File: config.mk
export PLATFORM = sky130hd
export DESIGN_NAME = instr_encoder
export DESIGN_NICKNAME = d
export VERILOG_FILES = /design/src/rtl/rv_isa_pkg.sv /design/src/rtl/sync_fifo.sv /design/src/rtl/instr_encoder.sv
export SDC_FILE = /design/constraint.sdc
export NUM_CORES = 1
export LEC_CHECK = 0
export ABC_AREA = 1
export BUFFER_PORTS_ARGS = -buffer_cell sky130_fd_sc_hd__clkbuf_2
export CAP_MARGIN = 20
export CELL_PAD_IN_SITES_DETAIL_PLACEMENT = 0
export CELL_PAD_IN_SITES_GLOBAL_PLACEMENT = 2
export CORE_MARGIN = 2
export CORE_UTILIZATION = 31
export CTS_BUF_LIST = sky130_fd_sc_hd__clkbuf_4 sky130_fd_sc_hd__clkbuf_8 sky130_fd_sc_hd__clkbuf_16
export DETAILED_ROUTE_END_ITERATION = 6
export PLACE_DENSITY_LB_ADDON = 0.1
export SYNTH_ARGS = -nofsm -noshare
export SYNTH_HDL_FRONTEND = slang
export SYNTH_HIERARCHICAL = 1
export SYNTH_SLANG_ARGS = --single-unit
File: constraint.sdc
create_clock -name clk -period 3 [get_ports clk]
set_input_delay 0.6 -clock clk [delete_from_list [all_inputs] [get_ports clk]]
set_output_delay 0.6 -clock clk [all_outputs]
set_load 0.01 [all_outputs]
File: src/rtl/rv_isa_pkg.sv
// RV32I encoding constants shared by the instruction encoder and the decoder.
// Holds opcodes, class codes, error codes and the func3 legality table.
package rv_isa_pkg;

    localparam logic [6:0] OP_R      = 7'b0110011;
    localparam logic [6:0] OP_LOAD   = 7'b0000011;
    localparam logic [6:0] OP_IMM    = 7'b0010011;
    localparam logic [6:0] OP_JALR   = 7'b1100111;
    localparam logic [6:0] OP_STORE  = 7'b0100011;
    localparam logic [6:0] OP_JAL    = 7'b1101111;
    localparam logic [6:0] OP_BRANCH = 7'b1100011;
    localparam logic [6:0] OP_LUI    = 7'b0110111;

    typedef enum logic [2:0] {
        CLS_R      = 3'd0,
        CLS_LOAD   = 3'd1,
        CLS_IMM    = 3'd2,
        CLS_JALR   = 3'd3,
        CLS_STORE  = 3'd4,
        CLS_JAL    = 3'd5,
        CLS_BRANCH = 3'd6,
        CLS_LUI    = 3'd7
    } instr_class_t;

    typedef enum logic [1:0] {
        ERR_NONE  = 2'd0,
        ERR_RANGE = 2'd1,
        ERR_ALIGN = 2'd2,
        ERR_FUNC3 = 2'd3
    } err_code_t;

    typedef enum logic [1:0] {
        ST_IDLE  = 2'd0,
        ST_RUN   = 2'd1,
        ST_DRAIN = 2'd2
    } enc_state_t;

    function automatic logic [6:0] class_opcode(input instr_class_t cls);
        case (cls)
            CLS_R:      class_opcode = OP_R;
            CLS_LOAD:   class_opcode = OP_LOAD;
            CLS_IMM:    class_opcode = OP_IMM;
            CLS_JALR:   class_opcode = OP_JALR;
            CLS_STORE:  class_opcode = OP_STORE;
            CLS_JAL:    class_opcode = OP_JAL;
            CLS_BRANCH: class_opcode = OP_BRANCH;
            default:    class_opcode = OP_LUI;
        endcase
    endfunction

    // JAL and LUI carry no func3, so any value is accepted for them.
    function automatic logic func3_legal(input instr_class_t cls, input logic [2:0] f3);
        case (cls)
            CLS_R:             func3_legal = (f3 == 3'b000) || (f3 == 3'b010) || (f3 == 3'b011) ||
                                             (f3 == 3'b110) || (f3 == 3'b111);
            CLS_LOAD, CLS_STORE: func3_legal = (f3 == 3'b010);
            CLS_IMM:           func3_legal = (f3 == 3'b000) || (f3 == 3'b010) || (f3 == 3'b011) ||
                                             (f3 == 3'b100) || (f3 == 3'b110);
            CLS_JALR:          func3_legal = (f3 == 3'b000);
            CLS_BRANCH:        func3_legal = (f3 == 3'b000) || (f3 == 3'b001) || (f3 == 3'b100) ||
                                             (f3 == 3'b101);
            default:           func3_legal = 1'b1;
        endcase
    endfunction

endpackage

File: src/rtl/sync_fifo.sv
// Single-clock FIFO with registered pointers; push when full and pop when empty are ignored.
// Head entry is visible on rdata whenever the FIFO is non-empty.
module sync_fifo #(
    parameter int DEPTH = 4,
    parameter int WIDTH = 32
) (
    input  logic             clk,
    input  logic             rst,
    input  logic             push,
    input  logic [WIDTH-1:0] wdata,
    input  logic             pop,
    output logic [WIDTH-1:0] rdata,
    output logic             full,
    output logic             empty
);

    localparam int AW = $clog2(DEPTH);

    logic [WIDTH-1:0] mem [DEPTH];
    logic [AW-1:0]    wr_ptr;
    logic [AW-1:0]    rd_ptr;
    logic [AW:0]      count;
    logic             do_push;
    logic             do_pop;

    assign full    = (count == (AW+1)'(DEPTH));
    assign empty   = (count == '0);
    assign do_push = push && !full;
    assign do_pop  = pop && !empty;
    assign rdata   = mem[rd_ptr];

    always_ff @(posedge clk) begin
        if (do_push) begin
            mem[wr_ptr] <= wdata;
        end
    end

    // Pointers wrap naturally because DEPTH is a power of two.
    always_ff @(posedge clk or posedge rst) begin
        if (rst) begin
            wr_ptr <= '0;
            rd_ptr <= '0;
            count  <= '0;
        end else begin
            if (do_push) wr_ptr <= wr_ptr + 1'b1;
            if (do_pop)  rd_ptr <= rd_ptr + 1'b1;
            count <= count + (AW+1)'(do_push) - (AW+1)'(do_pop);
        end
    end

endmodule

File: src/rtl/instr_encoder.sv
// Packs field-level RV32I requests into instruction words and streams them to imem.
// Request side: valid/ready, a transfer happens on a rising edge where both are high; write side likewise with imem_we/imem_ready, and imem_we/addr/wdata stay stable until imem_ready.
module instr_encoder
    import rv_isa_pkg::*;
#(
    parameter int              FIFO_DEPTH = 4,
    parameter int              ADDR_W     = 32,
    parameter logic [ADDR_W-1:0] BASE_ADDR = '0
) (
    input  logic              clk,
    input  logic              rst,
    input  logic              start,
    input  logic              in_valid,
    output logic              in_ready,
    input  logic              in_last,
    input  logic [2:0]        in_class,
    input  logic [2:0]        in_func3,
    input  logic [6:0]        in_func7,
    input  logic [4:0]        in_rd,
    input  logic [4:0]        in_rs1,
    input  logic [4:0]        in_rs2,
    input  logic [31:0]       in_imm,
    output logic              imem_we,
    input  logic              imem_ready,
    output logic [ADDR_W-1:0] imem_addr,
    output logic [31:0]       imem_wdata,
    output logic              err,
    output logic [1:0]        err_code,
    output logic              busy,
    output logic              done,
    output logic [15:0]       word_count,
    output logic [1:0]        dbg_state
);

    enc_state_t   state, state_next;
    instr_class_t cls;
    err_code_t    code;
    logic signed [31:0] simm;
    logic [6:0]   op;
    logic [31:0]  enc_word;
    logic         range_bad, align_bad;
    logic         accept, push, wr_fire;
    logic         fifo_full, fifo_empty;
    logic [31:0]  fifo_rdata;

    always_comb begin
        cls       = instr_class_t'(in_class);
        simm      = signed'(in_imm);
        op        = class_opcode(cls);
        enc_word  = '0;
        range_bad = 1'b0;
        align_bad = 1'b0;
        case (cls)
            CLS_R: enc_word = {in_func7, in_rs2, in_rs1, in_func3, in_rd, op};
            CLS_LOAD, CLS_IMM, CLS_JALR: begin
                enc_word  = {in_imm[11:0], in_rs1, in_func3, in_rd, op};
                range_bad = (simm < -32'sd2048) || (simm > 32'sd2047);
            end
            CLS_STORE: begin
                enc_word  = {in_imm[11:5], in_rs2, in_rs1, in_func3, in_imm[4:0], op};
                range_bad = (simm < -32'sd2048) || (simm > 32'sd2047);
            end
            CLS_BRANCH: begin
                enc_word  = {in_imm[12], in_imm[10:5], in_rs2, in_rs1, in_func3,
                             in_imm[4:1], in_imm[11], op};
                range_bad = (simm < -32'sd4096) || (simm > 32'sd4094);
                align_bad = in_imm[0];
            end
            CLS_JAL: begin
                enc_word  = {in_imm[20], in_imm[10:1], in_imm[11], in_imm[19:12], in_rd, op};
                range_bad = (simm < -32'sd1048576) || (simm > 32'sd1048574);
                align_bad = in_imm[0];
            end
            default: begin
                enc_word  = {in_imm[31:12], in_rd, op};
                align_bad = (in_imm[11:0] != 12'd0);
            end
        endcase
    end

    // Fault precedence: func3 beats alignment beats range.
    always_comb begin
        if (!func3_legal(cls, in_func3)) code = ERR_FUNC3;
        else if (align_bad)              code = ERR_ALIGN;
        else if (range_bad)              code = ERR_RANGE;
        else                             code = ERR_NONE;
    end

    assign accept  = in_valid && in_ready;
    assign push    = accept && (code == ERR_NONE);
    assign wr_fire = imem_we && imem_ready;

    sync_fifo #(.DEPTH(FIFO_DEPTH), .WIDTH(32)) u_fifo (
        .clk   (clk),
        .rst   (rst),
        .push  (push),
        .wdata (enc_word),
        .pop   (wr_fire),
        .rdata (fifo_rdata),
        .full  (fifo_full),
        .empty (fifo_empty)
    );

    assign imem_we    = !fifo_empty;
    assign imem_wdata = fifo_empty ? 32'd0 : fifo_rdata;

    always_ff @(posedge clk or posedge rst) begin
        if (rst) state <= ST_IDLE;
        else     state <= state_next;
    end

    always_comb begin
        state_next = state;
        case (state)
            ST_IDLE:  if (start)             state_next = ST_RUN;
            ST_RUN:   if (accept && in_last) state_next = ST_DRAIN;
            ST_DRAIN: if (fifo_empty)        state_next = ST_IDLE;
            default:                         state_next = ST_IDLE;
        endcase
    end

    always_comb begin
        busy      = (state != ST_IDLE);
        in_ready  = (state == ST_RUN) && !fifo_full;
        dbg_state = state;
    end

    always_ff @(posedge clk or posedge rst) begin
        if (rst) begin
            imem_addr  <= BASE_ADDR;
            word_count <= '0;
            err        <= 1'b0;
            err_code   <= 2'd0;
            done       <= 1'b0;
        end else begin
            err      <= accept && (code != ERR_NONE);
            err_code <= accept ? code : ERR_NONE;
            done     <= (state == ST_DRAIN) && (state_next == ST_IDLE);
            if ((state == ST_IDLE) && start) begin
                imem_addr  <= BASE_ADDR;
                word_count <= '0;
            end else if (wr_fire) begin
                imem_addr <= imem_addr + ADDR_W'(4);
                if (word_count != 16'hFFFF) word_count <= word_count + 16'd1;
            end
        end
    end

endmodule
== After elaboration in Yosys (flattened, before gate mapping) ==
Memories as Yosys holds them, arrays and structs flattened.
Index checks and enable logic that the tools add are counted.
Word-level totals
  flip-flop bits (word level): 61
  RAM bits: 128
  bits of input ports: 66
  output and inout bits: 89
  logic and storage cells: 101
  memories kept: 1
Cells by class
  add/sub/neg operators: 6
  order comparisons: 6
  equal/unequal tests: 17
  multiplexer cells: 21
  reduce and logical (&&, ||, !) cells: 41
Memory list
  u_fifo.mem: depth 4, bits a word 32, rd ports 1, clocked after memory_dff 0, write ports 1, line sync_fifo.sv:19  | logic [WIDTH-1:0] mem [DEPTH];
Operators with widths (count)
  $pmux W32 S5: 1
  $mux W32: 3
  $pmux W7 S7: 1
  $mux W16: 3
  $add A32 B3 Y32 const B: 1
  $gt A32 B12 Y1 const B: 1
  $gt A32 B13 Y1 const B: 1
  $gt A32 B21 Y1 const B: 1
  $lt A32 B12 Y1 const B: 1
  $lt A32 B13 Y1 const B: 1
  $lt A32 B21 Y1 const B: 1
  $eq A3 B3 Y1 const B: 8
  $add A16 B1 Y16 const B: 1
  $ne A16 B16 Y1 const B: 1
  $eq A3 B2 Y1 const B: 4
  $logic_or A1 B1 Y1: 12
  $mux W2: 6
  $reduce_bool A12 Y1: 1
  $logic_and A1 B1 Y1: 10
  $logic_not A3 Y1: 3
  $reduce_bool A2 Y1: 4
  $eq A3 B1 Y1 const B: 2
  $logic_not A2 Y1: 3
  $pmux W2 S3: 1
  15 further kinds: 20

== Longest topological paths before layout ==
Gate-level depths: netlist of the first run.
  word-level depth: 12
  depth in mapped cells: 16
  gate-level depth less buffers: 16

== Modules after synthesis ==
Netlist of the first run, hierarchy kept.
Modules (own cells, without submodules)
  sync_fifo: instances 1, cells each 465, area each 5470.2 µm², sequential area each 4018.9 µm²
  instr_encoder: instances 1, cells each 725, area each 4396.7 µm², sequential area each 1301.2 µm²

== Worst setup path before layout of the first run ==
OpenSTA, ideal clock, no wires.
  kind: in2reg
  start point: input port in_class[0]
  end point: memory u_fifo.mem[0][0], enable pin
  library setup time: 421 ps
  arrival time: 3237 ps
  data required time: 2579 ps
  setup slack: -658 ps
  cell stages on the path: 10
  path buffers: 1
  path through: buf_2 nor2_1 inv_2 nor2_4 nand2_1 nand4_1 nand2_1 nor3_1 nand2_1 nor2_1
On the way
  cells in the longest elaborated chain, start to end: 11
  elaborated cells between the ends (all ways): 22
  those cells by class: 6 x eq/ne; 8 x mux; 8 x reduce/logical
RTL lines
  from (decl): line instr_encoder.sv:16  | input logic [2:0] in_class,
  $eq A3 B2 Y1 (tied with other cells): line rv_isa_pkg.sv:53, instr_encoder.sv:53
  $reduce_or A4 Y1 (no source line)
  $pmux W1 S3: line instr_encoder.sv:53  | case (cls)
  $mux W1: line instr_encoder.sv:85  | else if (range_bad) code = ERR_RANGE;
  $mux W2: line instr_encoder.sv:84  | else if (align_bad) code = ERR_ALIGN;
  $mux W2 *: line instr_encoder.sv:83  | if (!func3_legal(cls, in_func3)) code = ERR_FUNC3;
  $logic_not A2 Y1 *: line instr_encoder.sv:90  | assign push = accept && (code == ERR_NONE);
  $logic_and A1 B1 Y1 *: line instr_encoder.sv:90
  via push: line instr_encoder.sv:42  | logic accept, push, wr_fire;
  $logic_and A1 B1 Y1 *: line sync_fifo.sv:28  | assign do_push = push && !full;
  $mux W1 *: line sync_fifo.sv:33  | if (do_push) begin
  $mux W1 (implied by the code) *: line sync_fifo.sv:34  | mem[wr_ptr] <= wdata;
  to (decl): line sync_fifo.sv:19
The timed path passes the listed nets; every way through them passes the cells marked *.

== Worst setup path after layout of the first run ==
  start point: input port in_imm[4]
  end point: register u_fifo.count[2]
On the way
  cells in the longest elaborated chain, start to end: 11
  elaborated cells between the ends (all ways): 20
  those cells by class: 2 x add/sub; 6 x order compare; 5 x mux; 7 x reduce/logical
RTL lines
  from (decl): line instr_encoder.sv:22  | input logic [31:0] in_imm,
  $lt A32 B21 Y1 (tied with other cells): line instr_encoder.sv:71  | range_bad = (simm < -32'sd1048576) || (simm > 32'sd1048574);
  $logic_or A1 B1 Y1 (on tied branches)
  $pmux W1 S3: line instr_encoder.sv:53
  $mux W1: line instr_encoder.sv:85
  $mux W2 *: line instr_encoder.sv:84
  $mux W2 *: line instr_encoder.sv:83
  $logic_not A2 Y1 *: line instr_encoder.sv:90
  $logic_and A1 B1 Y1 *: line instr_encoder.sv:90
  via push: line instr_encoder.sv:42
  $logic_and A1 B1 Y1 *: line sync_fifo.sv:28
  $add A3 B1 Y3 *: line sync_fifo.sv:47  | count <= count + (AW+1)'(do_push) - (AW+1)'(do_pop);
  $sub A3 B1 Y3 *: line sync_fifo.sv:47
  to (signal assigned): line sync_fifo.sv:47
  to (decl): line sync_fifo.sv:22  | logic [AW:0] count;
Marked as above.
A chain may end at the register's enable or synchronous reset.

==> results.py, run 1 <==
metrics = {
    "worst_setup_path": {
        "reg2reg_slack_ns": 0.38,
        "crit_type": "input port to flop",
        "worst_path_largest_cell_delay_ns": 0.37,
        "crit_buf_inv": 4,
        "cpLargestDelayFamily": "simple AND/OR/NAND/NOR gates",
        "cp_data_arrival_time_ns": 3.11,
        "crit_required_ns": 3.38,
        "cp_cell_sequence": "clkbuf_2, nor4_1, buf_4, nand3_1, a21oi_1, nand2_1, nor3_1, buf_4, nand2_1, ha_1, inv_1, ha_1, fa_1, nand3b_1, nand2_1",
        "start_kind": "input port",
        "timing.critical_path.mode_cell": "nand2_1",
        "critPathSlowestCell": "fa_1",
        "cp_max_fo": 2,
        "cp-end-kind": "flop",
    },
    "clock_network": {
        "cts.sinks": 187,
        "cts_root_buf": "clkbuf_16",
        "cts_buffer_depth": 2,
        "postCtsSetupBuffers": 0,
        "hold_buffers": 0,
        "cts_htree_levels": 4,
        "clkTransAtPathRegs_ns": 0.07,
        "cts_resized": 0,
        "insertion_delay_ns": 0.44,
        "numCtsBuffers": 17,
        "cts_tree": "yes",
    },
    "job": {
        "cap_violations": 0,
    },
    "floorplan": {
        "die_y_um": 182.4,
        "io_pins": 155,
        "row_count": 65,
        "die_x_um": 182.4,
        "coreArea_um2": 31470,
        "die-area_um2": 33270,
        "initial_core_util": 0.3135,
    },
    "finish": {
        "finalNetCount": 1477,
        "final_cells": 1817,
        "area_delta_synth_final_pct": 23.32,
        "drive_gt1_frac": 0.2127,
        "fin_util": 0.3866,
        "stdcell_area_um2": 12170,
        "diodes": 0,
    },
    "routing": {
        "wl_mm": 28.37,
        "postRouteAntennaNets": 0,
        "drtPass1Iterations": 4,
        "num_vias": 8244,
        "drc_errors": 0,
        "dr.first_iter.drc_count": 466,
        "avgViaCountPerCell": 4.537,
        "wire_per_inst_um": 15.61,
    },
    "synthesis": {
        "ys_warn_count": 6,
        "async_flop_share": 0.3155,
        "synth.distinct_cells": 47,
        "syn_avg_cell_area_um2": 8.292,
        "yosysMostFrequentCell": "nand2_1",
        "ys_seq_elements": 187,
        "synth_top_area_cell": "edfxtp_1",
        "synth_top_area_share": 0.3896,
        "synth_cells": 1190,
        "ys_seq_area_frac": 0.5392,
        "synth_edf_count": 128,
        "synth_area_um2": 9867,
        "synth_area_leaders": "edfxtp_1, dfrtp_1, nand2_1",
        "synth_common_cells": "nand2_1, nor2_1, inv_1",
        "synthFlopType": "edfxtp_1",
    },
    "pwr": {
        "power_density_nw_per_um2": 697.5,
        "total_power_uw": 8487,
        "p_leak_uw": 0.005471,
        "peakVddDrop_mv": 0.4419,
    },
    "global_route": {
        "grt_usage": 0.1773,
        "antenna_found_initial": 0,
        "grt_max_degree": 99,
        "grt-ovfl-total": 0,
        "grt_pass1_wl_mm": 45.42,
        "grt_pass1_vias": 8088,
    },
    "sta": {
        "setup_viol": 0,
        "rsz0062_at_grt": "no",
        "hold_viol": 0,
        "drv_slew": 0,
        "worst_slack_ns": 0.2729,
        "skew_ns": 0.01688,
        "relSlewSlack": 0.5622,
        "fmax_mhz": 366.7,
        "fin_crit_sh": 0.9090,
        "fin_crit_ns": 2.727,
        "tightest_slew_ns": 0.6498,
    },
    "placement": {
        "dp_hpwl_mm": 21.02,
        "gp_congestion": 0.7975,
        "dpl_cell_area_um2": 11600,
        "dp.cells": 1785,
        "place_ws_ns": -0.1688,
        "io_buffers": 152,
    },
    "run_status": {
        "status": "completed",
    },
    "worst_hold_path": {
        "hold_path_class": "input port to asynchronous set/reset pin",
    },
}
==> final timing paths <==
check / depth (start not counted) / startpoint / end
max: 15 / in_imm[4] / u_fifo/count[2]
min in group clk: 3 / in_last / dbg_state[1]
max in group asynchronous: 3 / rst / word_count[1]
max reg2reg: 14 / u_fifo/count[1] / u_fifo/count[2]
min: 2 / rst / u_fifo/wr_ptr[1]
min reg2reg: 2 / u_fifo/rd_ptr[1] / u_fifo/rd_ptr[1]
==> per-stage QoR <==
stage / TNS (ns) / hold slack [ns]
after floorplan: -23.05 / 0.4034
after global placement: -0.1217 / 0.4843
after detailed placement: -0.2364 / 0.5107
after CTS: 0 / 0.09870
after global routing: 0 / 0.1346
final: 0 / 0.1098
==> power breakdown <==
group	leakage (uW)	switching [uW]	total (uW)	internal [uW]
Sequential	0.00195	157	3120	2960
Clock	0.000281	1090	2190	1110
Combinational	0.00324	2100	3170	1070
==> sequential cells by signal, indices dropped and copies added, names as in the netlist, 2 cells and up <==
register,cells
word_count,16
u_fifo/wr_ptr,2
imem_addr,30
u_fifo/count,3
err_code,2
u_fifo/rd_ptr,2
u_fifo/mem,128
dbg_state,2
==> layer usage <==
metal  up-vias  share of wire  GRT usage
met5         -              0          0
met3        14          0.028    0.02475
met4         0          0.011    0.04516
li1       4244              -          -
met2       124           0.44     0.2777
met1      3862           0.52     0.2584
==> cell usage in the layout (no fill, tap or decap), types with 2 or more instances in the layout <==
master,n
o21ai_0,68
nor4_1,3
dfrtp_1,58
nand2_1,298
inv_6,7
nand3_1,50
inv_1,151
edfxtp_1,128
xor2_1,9
clkinv_1,2
clkinv_8,2
nand2_4,3
xnor2_1,4
o31ai_1,7
nand4_1,16
nor2_2,3
nor3_2,3
nor2_4,9
clkbuf_16,17
a21oi_1,18
nor2_1,207
o211ai_1,4
nand3_2,7
a31oi_1,6
conb_1,10
ha_1,8
clkbuf_2,152
o21ai_1,31
nor3_1,25
inv_2,14
buf_4,61
o21a_1,2
clkinv_2,3
nand2_2,4
buf_12,8
inv_8,3
==> area by class of cell <==
type | count | area, um2
fill | 3305 | 19310
sequential | 187 | 5321
multi-input combinational | 807 | 3762
timing repair buffer | 221 | 1379
inverter | 168 | 631.9
tap | 402 | 503.0
clock buffer | 17 | 425.4
clock inverter | 15 | 145.1
==> kinds of logic (layout without fill, tap and decap cells) <==
family / count (synthesis) / count (layout) / synth area share
xor+xnor: 13 / 13 / 0.01154
compound gates: 141 / 141 / 0.07723
fa+ha+maj: 9 / 9 / 0.01217
buf+inv: 204 / 421 / 0.08559
other cells: 2 / 10 / 0.0007611
simple gates: 634 / 634 / 0.2735
flops: 187 / 187 / 0.5392
(Power assumes the default switching activity.)
==> inputs of run 2 (changes only) <==
--- a/config.mk
+++ b/config.mk
@@ -15,6 +15,7 @@
 export CTS_BUF_LIST = sky130_fd_sc_hd__clkbuf_4 sky130_fd_sc_hd__clkbuf_8 sky130_fd_sc_hd__clkbuf_16
 export DETAILED_ROUTE_END_ITERATION = 6
 export PLACE_DENSITY_LB_ADDON = 0.1
+export RECOVER_POWER = 50
 export SYNTH_ARGS = -nofsm -noshare
 export SYNTH_HDL_FRONTEND = slang
 export SYNTH_HIERARCHICAL = 1
==> run 2 against run 1 <==
  * The flow now finishes with violations (capacitance limit, slew limit)
  * Global-route usage did not move
  * Die area unchanged
  * Sequential share of layout area grew 0.48 points
  * Final cell count unchanged
  * Largest cell class unchanged
  * Largest power group unchanged
  * Highest routed layer unchanged
==> results.py, run 2 (same netlist as run 1, synthesis figures left out) <==
metrics = {
    "run_status": {
        "status": "finished with violations",
        "violations": "capacitance limit, slew limit",
    },
    "placement": {
        "dp.cells": 1785,
        "gp_congestion": 0.7975,
        "io_buffers": 152,
        "place_ws_ns": -0.1688,
        "dp_hpwl_mm": 21.02,
    },
    "finish": {
        "fill_cells": 3328,
        "layout_common_cells": "nand2_1, nor2_1, inv_1, edfxtp_1, clkbuf_2",
        "reg.largest.list": "u_fifo/mem x128, imem_addr x30, word_count x16",
        "diodes": 0,
        "finalNetCount": 1477,
        "top_register": "u_fifo/mem",
        "layout_commonest_cell": "nand2_1",
        "largest_register_ffs": 128,
        "final_cells": 1817,
        "area_delta_synth_final_pct": 21.99,
        "drive_gt1_frac": 0.1625,
    },
    "routing": {
        "num_vias": 8268,
        "wl_mm": 28.37,
        "dr.first_iter.drc_count": 455,
        "avgViaCountPerCell": 4.550,
        "wire_per_inst_um": 15.62,
        "drtPass1Iterations": 5,
        "postRouteAntennaNets": 0,
        "drc_errors": 0,
    },
    "floorplan": {
        "initial_core_util": 0.3135,
        "die_x_um": 182.4,
        "row_count": 65,
        "io_pins": 155,
        "die-area_um2": 33270,
        "die_y_um": 182.4,
        "coreArea_um2": 31470,
    },
    "clock_network": {
        "cts_root_buf": "clkbuf_16",
        "cts_buffer_depth": 2,
        "clkTransAtPathRegs_ns": 0.07,
        "cts_tree": "yes",
        "insertion_delay_ns": 0.44,
        "cts_htree_levels": 4,
        "cts.sinks": 187,
        "postCtsSetupBuffers": 0,
        "hold_buffers": 0,
        "cts_resized": 0,
        "numCtsBuffers": 17,
    },
    "global_route": {
        "grt_pass1_wl_mm": 45.42,
        "grt_usage": 0.1773,
        "grt_pass1_vias": 8088,
        "grt_max_degree": 99,
        "antenna_found_initial": 0,
        "grt-ovfl-total": 0,
    },
    "worst_setup_path": {
        "rr_worst_depth": 14,
        "critPathSlowestCell": "fa_1",
        "cp_max_fo": 2,
        "cp_data_arrival_time_ns": 3.11,
        "crit_buf_inv": 4,
        "reg2reg_from": "u_fifo/count[1]",
        "timing.critical_path.mode_cell": "nand2_1",
        "worst_path_largest_cell_delay_ns": 0.37,
        "start_kind": "input port",
        "r2r_end": "u_fifo/count[2]",
        "cpLargestDelayFamily": "simple AND/OR/NAND/NOR gates",
        "crit_type": "input port to flop",
        "crit_required_ns": 3.38,
        "cp-end-kind": "flop",
        "cp_cell_sequence": "clkbuf_2, nor4_1, buf_4, nand3_1, a21oi_1, nand2_1, nor3_1, buf_4, nand2_1, ha_1, inv_1, ha_1, fa_1, nand3b_1, nand2_1",
        "reg2reg_slack_ns": 0.31,
    },
    "job": {
        "cap_violations": 1,
    },
    "sta": {
        "hold_slack_ns": 0.1036,
        "tightest_slew_ns": 1.608,
        "relSlewSlack": -0.07361,
        "fmax_mhz": 367.0,
        "rsz0062_at_grt": "no",
        "skew_ns": 0.01818,
        "fin_crit_sh": 0.9082,
        "setup_viol": 0,
        "worst_slack_ns": 0.2753,
        "fin_crit_ns": 2.725,
        "hold_viol": 0,
        "drv_slew": 33,
    },
    "worst_hold_path": {
        "hold_path_class": "input port to asynchronous set/reset pin",
    },
    "pwr": {
        "peakVddDrop_mv": 0.4449,
        "power_density_nw_per_um2": 701.2,
        "p_leak_uw": 0.005255,
    },
}
==> run 2: cell types whose count changed in the layout (fill, tap and decap cells not counted), sizes merged <==
cell	delta
inv	-1
dlymetal6s2s	+1
clkinvlp	+1
clkbuf	+10
buf	-11
==> run 2: report_power, final <==
group	leakage (uW)	switching, uW	internal, uW
Clock	0.000281	1090	1110
Sequential	0.00195	155	2960
Combinational	0.00302	2090	1040
Total	0.00526	3340	5100
==> run 2: worst max path at each step <==
stage                                from          endpoint  slack, ns  cells after the start
after global routing      u_fifo/count[1]   u_fifo/count[2]       0.03                     14
after detailed placement        in_imm[4]   u_fifo/count[2]      -0.17                     15
final                           in_imm[4]   u_fifo/count[2]       0.28                     15
after CTS                       in_imm[4]   u_fifo/count[2]       0.28                     15
after global placement         in_imm[11]   u_fifo/count[2]      -0.12                     14
after floorplan               in_class[0]  u_fifo/mem[0][0]      -0.18                     10
==> run 2: routing by layer <==
layer  global-route usage  part of all wire
met1               0.2584              0.52
met2               0.2777              0.44
met3              0.02475             0.030
met4              0.04516             0.012
met5                    0                 0
==> run 2: layout make-up <==
cell class              instances  area [um2]  area share
clock inverters                15       145.1     0.01206
inverters                     168       631.9     0.05249
multi-input cells             807        3732      0.3101
flip-flops and latches        187        5321      0.4421
well taps                     402       503.0     0.04179
repair buffers                221        1277      0.1061
clock buffers                  17       425.4     0.03534
==> run 2: stage by stage <==
stage / area, um2 / utilization / setup TNS, ns / power [uW]
finish: 12040 / 0.3824 / 0 / 8440
global route: 12040 / 0.3824 / 0 / 9112
CTS: 12170 / 0.3866 / 0 / 8639
detailed placement: 11600 / 0.3685 / -0.2364 / 6420
global placement: 11600 / 0.3685 / -0.1217 / 6410
floorplan: 9907 / - / -23.05 / 5188
==> inputs of run 3 (changes only) <==
--- a/config.mk
+++ b/config.mk
@@ -11,7 +11,7 @@
 export CELL_PAD_IN_SITES_DETAIL_PLACEMENT = 0
 export CELL_PAD_IN_SITES_GLOBAL_PLACEMENT = 2
 export CORE_MARGIN = 2
-export CORE_UTILIZATION = 31
+export CORE_UTILIZATION = 37
 export CTS_BUF_LIST = sky130_fd_sc_hd__clkbuf_4 sky130_fd_sc_hd__clkbuf_8 sky130_fd_sc_hd__clkbuf_16
 export DETAILED_ROUTE_END_ITERATION = 6
 export PLACE_DENSITY_LB_ADDON = 0.1
==> constraint.sdc (replaced) <==
create_clock -name clk -period 3.2 [get_ports clk]
set_input_delay 0.64 -clock clk [delete_from_list [all_inputs] [get_ports clk]]
set_output_delay 0.64 -clock clk [all_outputs]
set_load 0.01 [all_outputs]
==> run 3 against run 2 <==
  * The flow finishes with violations (DRC, capacitance limit, slew limit)
  * Non-clock buffer count fell by 29
  * Largest power group is now registers
  * Worst setup slack gained 0.089 ns
  * First-iteration DRC count rose by 10%
  * Utilization increased by 6.5 points
  * Register-to-register slack improved by 0.19 ns
  * Final cell count is 5.3% lower
  * Design area fell by 2.9%
  * Clock power shrank 6%
  * Count of clock-buffer cells in the layout is the same
  * Sequential share of layout area rose by 1.3 points
  * Routed wire length is 5.0% lower
  * Global-route usage increased by 2.1 points
==> results.py, run 3 (same netlist as run 1, synthesis figures left out) <==
metrics = {
    "worst_setup_path": {
        "reg2reg_slack_ns": 0.50,
        "cp_max_fo": 8,
        "crit_required_ns": 3.56,
        "start_kind": "input port",
        "crit_type": "input port to flop",
        "rr_worst_depth": 14,
        "cp-end-kind": "flop",
        "cp_data_arrival_time_ns": 3.20,
        "reg2reg_from": "u_fifo/count[1]",
        "r2r_end": "u_fifo/count[2]",
    },
    "run_status": {
        "status": "finished with violations",
        "violations": "DRC, capacitance limit, slew limit",
    },
    "placement": {
        "gp_congestion": 0.8257,
        "io_buffers": 152,
        "dp_hpwl_mm": 19.64,
        "dp.cells": 1689,
    },
    "sta": {
        "tightest_slew_ns": 1.623,
        "fin_setup_tns_ns": 0,
        "fin_crit_ns": 2.836,
        "hold_viol": 0,
        "setup_viol": 0,
        "fin_crit_sh": 0.8862,
        "drv_slew": 39,
        "skew_ns": 0.01436,
        "relSlewSlack": -0.08310,
        "rsz0062_at_grt": "no",
        "fmax_mhz": 352.6,
    },
    "finish": {
        "layout_commonest_cell": "nand2_1",
        "reg.largest.list": "u_fifo/mem x128, imem_addr x30, word_count x16",
        "area_delta_synth_final_pct": 18.50,
        "finalNetCount": 1448,
        "layout_common_cells": "nand2_1, nor2_1, inv_1, edfxtp_1, clkbuf_2",
        "top_register": "u_fifo/mem",
        "drive_gt1_frac": 0.1450,
        "largest_register_ffs": 128,
        "final_cells": 1721,
        "diodes": 0,
    },
    "floorplan": {
        "initial_core_util": 0.3776,
        "coreArea_um2": 26130,
        "die_x_um": 167.3,
        "die-area_um2": 27990,
        "io_pins": 155,
        "die_y_um": 167.3,
        "row_count": 59,
    },
    "global_route": {
        "grt_pass1_wl_mm": 43.44,
        "antenna_found_initial": 0,
        "grt_pass1_vias": 7884,
        "grt_max_degree": 99,
        "grt_usage": 0.1983,
        "grt-ovfl-total": 0,
    },
    "clock_network": {
        "cts_tree": "yes",
        "cts_htree_levels": 4,
        "cts_buffer_depth": 2,
        "insertion_delay_ns": 0.43,
        "cts.sinks": 187,
        "hold_buffers": 0,
        "clkTransAtPathRegs_ns": 0.07,
        "cts_resized": 0,
        "postCtsSetupBuffers": 0,
        "cts_root_buf": "clkbuf_16",
        "numCtsBuffers": 17,
    },
    "routing": {
        "drtPass1Iterations": 7,
        "postRouteAntennaNets": 0,
        "wl_mm": 26.95,
        "drc_errors": 11,
        "dr.first_iter.drc_count": 501,
        "num_vias": 8222,
        "avgViaCountPerCell": 4.777,
        "wire_per_inst_um": 15.66,
    },
    "job": {
        "cap_violations": 1,
    },
    "pwr": {
        "peakVddDrop_mv": 0.3955,
        "p_leak_uw": 0.005089,
        "power_density_nw_per_um2": 668.4,
        "total_power_uw": 7815,
    },
    "worst_hold_path": {
        "hold_path_class": "input port to asynchronous set/reset pin",
    },
}
-- run 3: metrics by stage --
stage	instance area, um2	setup WS, ns	util	hold slack, ns
final	11690	0.3642	0.4474	0.1901
after global routing	11690	0.1248	0.4474	0.1925
after CTS	11830	0.4511	0.4525	0.1816
after detailed placement	11250	0.006898	0.4304	0.4806
after global placement	11250	0.05837	0.4304	0.4740
after floorplan	9897	-0.4980	-	0.4415
-- run 3: critical path: stages --
cell	delay (ns)
clkbuf_1	0.30
nor3_1	0.17
nor2_1	0.24
nor2_1	0.07
a21oi_1	0.19
nand2_1	0.10
nor3_1	0.17
buf_4	0.15
nand2_1	0.07
ha_1	0.28
inv_1	0.04
ha_1	0.18
fa_1	0.37
nand3b_1	0.17
nand2_1	0.07
-- run 3: power breakdown --
part | internal (uW) | switching (uW) | total [uW] | leakage (uW)
combinational | 912 | 1920 | 2830 | 0.00286
clock | 1040 | 1020 | 2060 | 0.000282
sequential | 2780 | 144 | 2920 | 0.00195
-- run 3: worst max-delay path by stage --
| stage | from | to | slack, ns | cells after the start |
|---|---|---|---|---|
| final | in_class[0] | u_fifo/count[2] | 0.36 | 15 |
| after global routing | in_class[0] | u_fifo/count[2] | 0.12 | 15 |
| after CTS | u_fifo/count[1] | u_fifo/count[2] | 0.45 | 14 |
| after detailed placement | in_imm[12] | u_fifo/count[2] | 0.007 | 17 |
| after global placement | in_imm[20] | u_fifo/count[2] | 0.06 | 16 |
| after floorplan | in_class[0] | u_fifo/mem[0][0] | -0.50 | 10 |
-- run 3: layout make-up --
type / instances / area, um2
multi-input cells: 807 / 3721
fillers: 2721 / 14440
inverters: 168 / 631.9
repair buffers: 192 / 1022
flip-flops and latches: 187 / 5321
clock inverters: 15 / 151.4
clock buffers: 17 / 425.4
well taps: 335 / 419.2
-- run 3: metal layers --
layer / share of wire / up-vias / wire, um / global-route usage
met5: 0 / - / 0 / 0
met4: 0.0074 / 0 / 199 / 0.03819
met3: 0.037 / 12 / 1000 / 0.03120
met2: 0.44 / 162 / 11860 / 0.3119
met1: 0.52 / 3849 / 13890 / 0.2925
li1: - / 4199 / - / -
